==> src/rtl/baud_tick_nco.sv <==
// Phase-accumulator baud generator: emits oversample ticks and bit ticks at
// CLK_FREQ*inc/2^ACC_WIDTH, with runtime increment load and RX phase resync.
module baud_tick_nco #(
    parameter int unsigned     CLK_FREQ     = 100000000,
    parameter int unsigned     BAUD_RATE    = 115200,
    parameter int unsigned     OVERSAMPLING = 16,
    parameter int unsigned     ACC_WIDTH    = 24,
    parameter longint unsigned INC_RESET    =
        (((64'(BAUD_RATE) * 64'(OVERSAMPLING)) << ACC_WIDTH) + 64'(CLK_FREQ / 2)) / 64'(CLK_FREQ),
    parameter int unsigned     OS_WIDTH     = (OVERSAMPLING > 1) ? $clog2(OVERSAMPLING) : 1
) (
    input  logic                 i_clk,
    input  logic                 i_reset,
    input  logic                 i_enable,
    input  logic [ACC_WIDTH-1:0] i_inc,
    input  logic                 i_inc_load,
    input  logic                 i_resync,
    output logic                 o_os_tick,
    output logic                 o_bit_tick,
    output logic [OS_WIDTH-1:0]  o_os_index,
    output logic [ACC_WIDTH-1:0] o_inc
);

    localparam int unsigned          SUM_WIDTH = ACC_WIDTH + 1;
    localparam logic [OS_WIDTH-1:0]  OS_LAST   = OS_WIDTH'(OVERSAMPLING - 1);
    localparam logic [ACC_WIDTH-1:0] INC_INIT  = ACC_WIDTH'(INC_RESET);

    // Parameter legality is enforced at elaboration.
    if (OVERSAMPLING < 1 || OVERSAMPLING > 256) begin : g_bad_os
        $error("baud_tick_nco: OVERSAMPLING must be in 1..256");
    end
    if (ACC_WIDTH < 4 || ACC_WIDTH > 32) begin : g_bad_acc
        $error("baud_tick_nco: ACC_WIDTH must be in 4..32");
    end
    if (INC_RESET >= (64'd1 << ACC_WIDTH)) begin : g_bad_inc
        $error("baud_tick_nco: INC_RESET must be below 2^ACC_WIDTH");
    end

    logic [ACC_WIDTH-1:0] acc_q, acc_d;
    logic [ACC_WIDTH-1:0] inc_q, inc_d;
    logic [OS_WIDTH-1:0]  os_idx_q, os_idx_d;
    logic                 os_tick_q, os_tick_d;
    logic                 bit_tick_q, bit_tick_d;
    logic [SUM_WIDTH-1:0] sum;
    logic                 carry;

    // One extra bit captures the overflow that defines an oversample tick.
    assign sum   = {1'b0, acc_q} + {1'b0, inc_q};
    assign carry = sum[ACC_WIDTH];

    always_comb begin
        acc_d      = acc_q;
        inc_d      = inc_q;
        os_idx_d   = os_idx_q;
        os_tick_d  = 1'b0;
        bit_tick_d = 1'b0;

        // The add below still uses inc_q, so a load only affects later cycles.
        if (i_inc_load) begin
            inc_d = i_inc;
        end

        if (i_resync) begin
            acc_d    = '0;
            os_idx_d = '0;
        end else if (i_enable) begin
            acc_d = sum[ACC_WIDTH-1:0];
            if (carry) begin
                os_tick_d = 1'b1;
                if (os_idx_q == OS_LAST) begin
                    os_idx_d   = '0;
                    bit_tick_d = 1'b1;
                end else begin
                    os_idx_d = os_idx_q + OS_WIDTH'(1);
                end
            end
        end
    end

    always_ff @(posedge i_clk) begin
        if (i_reset) begin
            acc_q      <= '0;
            inc_q      <= INC_INIT;
            os_idx_q   <= '0;
            os_tick_q  <= 1'b0;
            bit_tick_q <= 1'b0;
        end else begin
            acc_q      <= acc_d;
            inc_q      <= inc_d;
            os_idx_q   <= os_idx_d;
            os_tick_q  <= os_tick_d;
            bit_tick_q <= bit_tick_d;
        end
    end

    assign o_os_tick  = os_tick_q;
    assign o_bit_tick = bit_tick_q;
    assign o_os_index = os_idx_q;
    assign o_inc      = inc_q;

endmodule

==> config.mk <==
export PLATFORM = sky130hd
export DESIGN_NAME = baud_tick_nco
export DESIGN_NICKNAME = d
export VERILOG_FILES = /design/src/rtl/baud_tick_nco.sv
export SDC_FILE = /design/constraint.sdc
export NUM_CORES = 1
export LEC_CHECK = 0
export CAP_MARGIN = 10
export CORE_MARGIN = 8
export CORE_UTILIZATION = 47
export CTS_CLUSTER_DIAMETER = 80
export DETAILED_ROUTE_END_ITERATION = 10
export PLACE_DENSITY_LB_ADDON = 0.2
export SETUP_SLACK_MARGIN = 0.05
export SLEW_MARGIN = 20
export SYNTH_ARGS = -nofsm -noshare
export SYNTH_HDL_FRONTEND = slang
export SYNTH_SLANG_ARGS = --single-unit
==> constraint.sdc <==
create_clock -name i_clk -period 2.9 [get_ports i_clk]
set_clock_uncertainty 0.1 [all_clocks]
set_input_delay 0.725 -clock i_clk [delete_from_list [all_inputs] [get_ports i_clk]]
set_output_delay 0.725 -clock i_clk [all_outputs]
set_load 0.01 [all_outputs]
==> impl_metrics.json <==
{
  "ant_nets": 0,
  "tightest_slew_ns": 0.631,
  "placedCellCount": 528,
  "worst-setup-path-type": "reg -> reg",
  "synth_cells": 382,
  "dp_hpwl_mm": 6.78,
  "dpl_cell_area_sq_um": 4040,
  "fmax_mhz": 361,
  "place_congestion": 0.939,
  "min_from": "acc_q[9]$_SDFFE_PP0P_",
  "hold_buffers": 0,
  "clkSinkCount": 54,
  "report.final.slew_viol_count": 0,
  "critPathMaxFanout": 9,
  "clock_path_buffers": 2,
  "row_count": 30,
  "maxCapViolations": 0,
  "grt_first_pass_wirelength_mm": 15.2,
  "die_y_um": 100,
  "worstRegToRegCells": 8,
  "finalHoldViolations": 0,
  "start_util": 0.488,
  "synthToLayoutAreaGrowth_pct": 25.0,
  "synth_commonest_cells": "54 x dfxtp_1, 38 x nor2_1, 25 x ha_1",
  "worstHoldEndpoint": "acc_q[9]$_SDFFE_PP0P_",
  "async_flop_share": 0,
  "syn-num-nets": 437,
  "fin_util": 0.610,
  "hp-class": "reg -> reg",
  "clock_latency_ns": 0.32,
  "grt_pass1_vias": 3083,
  "clk_pin_slew_ns": 0.10,
  "cts_resized": 0,
  "grt.overflow.total": 0,
  "cts_buffers": 5,
  "rrSetupSlack_ns": 0.13,
  "slew_headroom": 0.580,
  "ys_seq_elements": 54,
  "via_per_inst": 5.83,
  "synth_enable_flop_cells": 0,
  "synth_top_area_frac": 0.324,
  "synth.avg_cell_area_sq_um": 8.74,
  "io_buffers": 58,
  "fin_setup_tns_ns": 0,
  "grt_max_degree": 38,
  "die-area_sq_um": 10100,
  "yosysTopAreaCell": "dfxtp_1",
  "grt_usage": 0.185,
  "cts_tree": "built",
  "finalCriticalPeriod_ns": 2.77,
  "crit_arrival_ns": 2.88,
  "wire_per_inst_um": 16.9,
  "peakVddDrop_v": 0.000234,
  "synth_cell_types": 55,
  "synth_warnings": 0,
  "leakage_uw": 0.00171,
  "startpoint_type": "register",
  "ys_top_cells_by_area": "dfxtp_1 32%, ha_1 9.4%, mux2i_1 6.6%",
  "setup_viol": 0,
  "htree_levels": 2,
  "antenna_found_initial": 0,
  "chipWidth_um": 100,
  "fin_cells": 536,
  "fin_area_sq_um": 4170,
  "holdPathStages": 2,
  "rr_endpoint": "o_os_index[3]$_SDFFE_PP0P_",
  "rsz0062_at_grt": "false",
  "syn_area_sq_um": 3340,
  "core_area_sq_um": 6830,
  "drtIter0Drc": 188,
  "power_density_nw_per_um2": 437,
  "antenna_cells": 0,
  "ys.flop_type": "dfxtp_1",
  "wl_mm": 9.05,
  "first_pass_iters": 4,
  "synth_most_common_cell": "dfxtp_1",
  "layout.nets": 494,
  "critPathCaptureType": "register",
  "status": "finished, final reports clean",
  "reg2reg_from": "o_inc[0]$_SDFFE_PP0P_",
  "root_buffer": "clkbuf_8",
  "yosysSeqAreaShare": 0.324,
  "fin_crit_sh": 0.955,
  "pin_count": 59,
  "required_ns": 3.02,
  "fillers": 638,
  "vias": 3127,
  "final_layout_size_suffix_gt1_frac": 0.0750,
  "postCtsSetupBuffers": 0,
  "drc_errors": 0
}
-- cell families (layout without fill, tap and decap cells) --
family / after synthesis / count (layout) / share of synthesized area
buffers and inverters: 23 / 81 / 0.0262
XOR/XNOR: 11 / 11 / 0.0289
AND/OR/NAND/NOR: 134 / 134 / 0.208
AO/OA/AOI/OAI: 112 / 112 / 0.247
flip-flops: 54 / 54 / 0.324
multiplexers: 22 / 22 / 0.0660
adder cells (fa/ha/maj): 26 / 26 / 0.0997
-- flip-flops by register name, indices dropped and copies added, names as in the netlist --
| register | count |
|---|---|
| o_inc | 24 |
| o_os_index | 4 |
| o_os_tick | 1 |
| o_bit_tick | 1 |
| acc_q | 24 |
-- routing by layer --
metal	track usage	wire (um)
met3	0.0394	527
met2	0.292	3990
met1	0.245	4410
met4	0.0535	121
met5	0	0
-- through the flow --
stage          worst slack (ns)  power (uW)  hold slack, ns
2_1_floorplan             0.337        1130           0.336
4_1_cts                   0.110        1820           0.376
3_5_place_dp              0.149        1300           0.362
6_report                  0.132        1820           0.375
5_1_grt                  0.0448        1910           0.401
3_3_place_gp              0.205        1290           0.352
-- critical path: stages (launching register included) --
cell      delay (ns)
dfxtp_1         0.34
ha_1            0.22
fa_2            0.38
a211o_1         0.32
a211o_1         0.39
a211oi_4        0.34
o21ai_4         0.15
and3_1          0.20
a31o_2          0.22
-- worst max path at each step --
stage                                startpoint                         end  slack, ns  cells past startpoint
after floorplan           o_inc[0]$_SDFFE_PP0P_  o_os_index[3]$_SDFFE_PP0P_       0.34                      8
after detailed placement  o_inc[0]$_SDFFE_PP0P_  o_os_index[3]$_SDFFE_PP0P_       0.15                      8
final                     o_inc[0]$_SDFFE_PP0P_  o_os_index[3]$_SDFFE_PP0P_       0.13                      8
after CTS                 o_inc[0]$_SDFFE_PP0P_  o_os_index[3]$_SDFFE_PP0P_       0.11                      8
after global routing      o_inc[0]$_SDFFE_PP0P_  o_os_index[3]$_SDFFE_PP0P_       0.04                      8
after global placement    o_inc[0]$_SDFFE_PP0P_  o_os_index[3]$_SDFFE_PP0P_       0.21                      8
-- final cells by class --
class / count / area (sq um) / area share
clock buffer: 5 / 68.8 / 0.0165
clock inverter: 3 / 43.8 / 0.0105
inverter: 6 / 22.5 / 0.00540
multi-input combinational: 305 / 2190 / 0.524
sequential: 54 / 1080 / 0.259
tap: 96 / 120 / 0.0288
timing repair buffer: 67 / 648 / 0.155
-- cell usage in the layout (no fill, tap or decap), types with 2 or more instances in the layout --
cell type / count
xnor2_1: 8
a211oi_1: 7
nor2b_1: 16
o21ai_0: 14
clkdlybuf4s50_1: 58
a21o_1: 8
xor2_1: 3
nand4b_1: 2
nand4_1: 7
o211ai_1: 7
a21oi_1: 24
mux2i_1: 22
nand3_1: 17
dfxtp_1: 54
inv_1: 6
a211o_1: 15
ha_1: 25
clkbuf_8: 5
nor3b_1: 2
o2111ai_1: 2
a31o_2: 3
o21a_1: 5
o211a_1: 2
nor2_1: 38
or3_1: 2
o21bai_1: 3
nor3_1: 10
buf_4: 9
or4_1: 4
nand2_1: 22
nor4_1: 3
o31ai_1: 4
a21boi_0: 3
and3_1: 5
a21oi_2: 2
-- power breakdown --
part / switching (uW) / internal, uW / total (uW)
sequential: 28.3 / 780 / 808
combinational: 259 / 225 / 483
clock: 269 / 259 / 529
total: 556 / 1260 / 1820
Note: power is estimated with default switching activity, not from simulation.
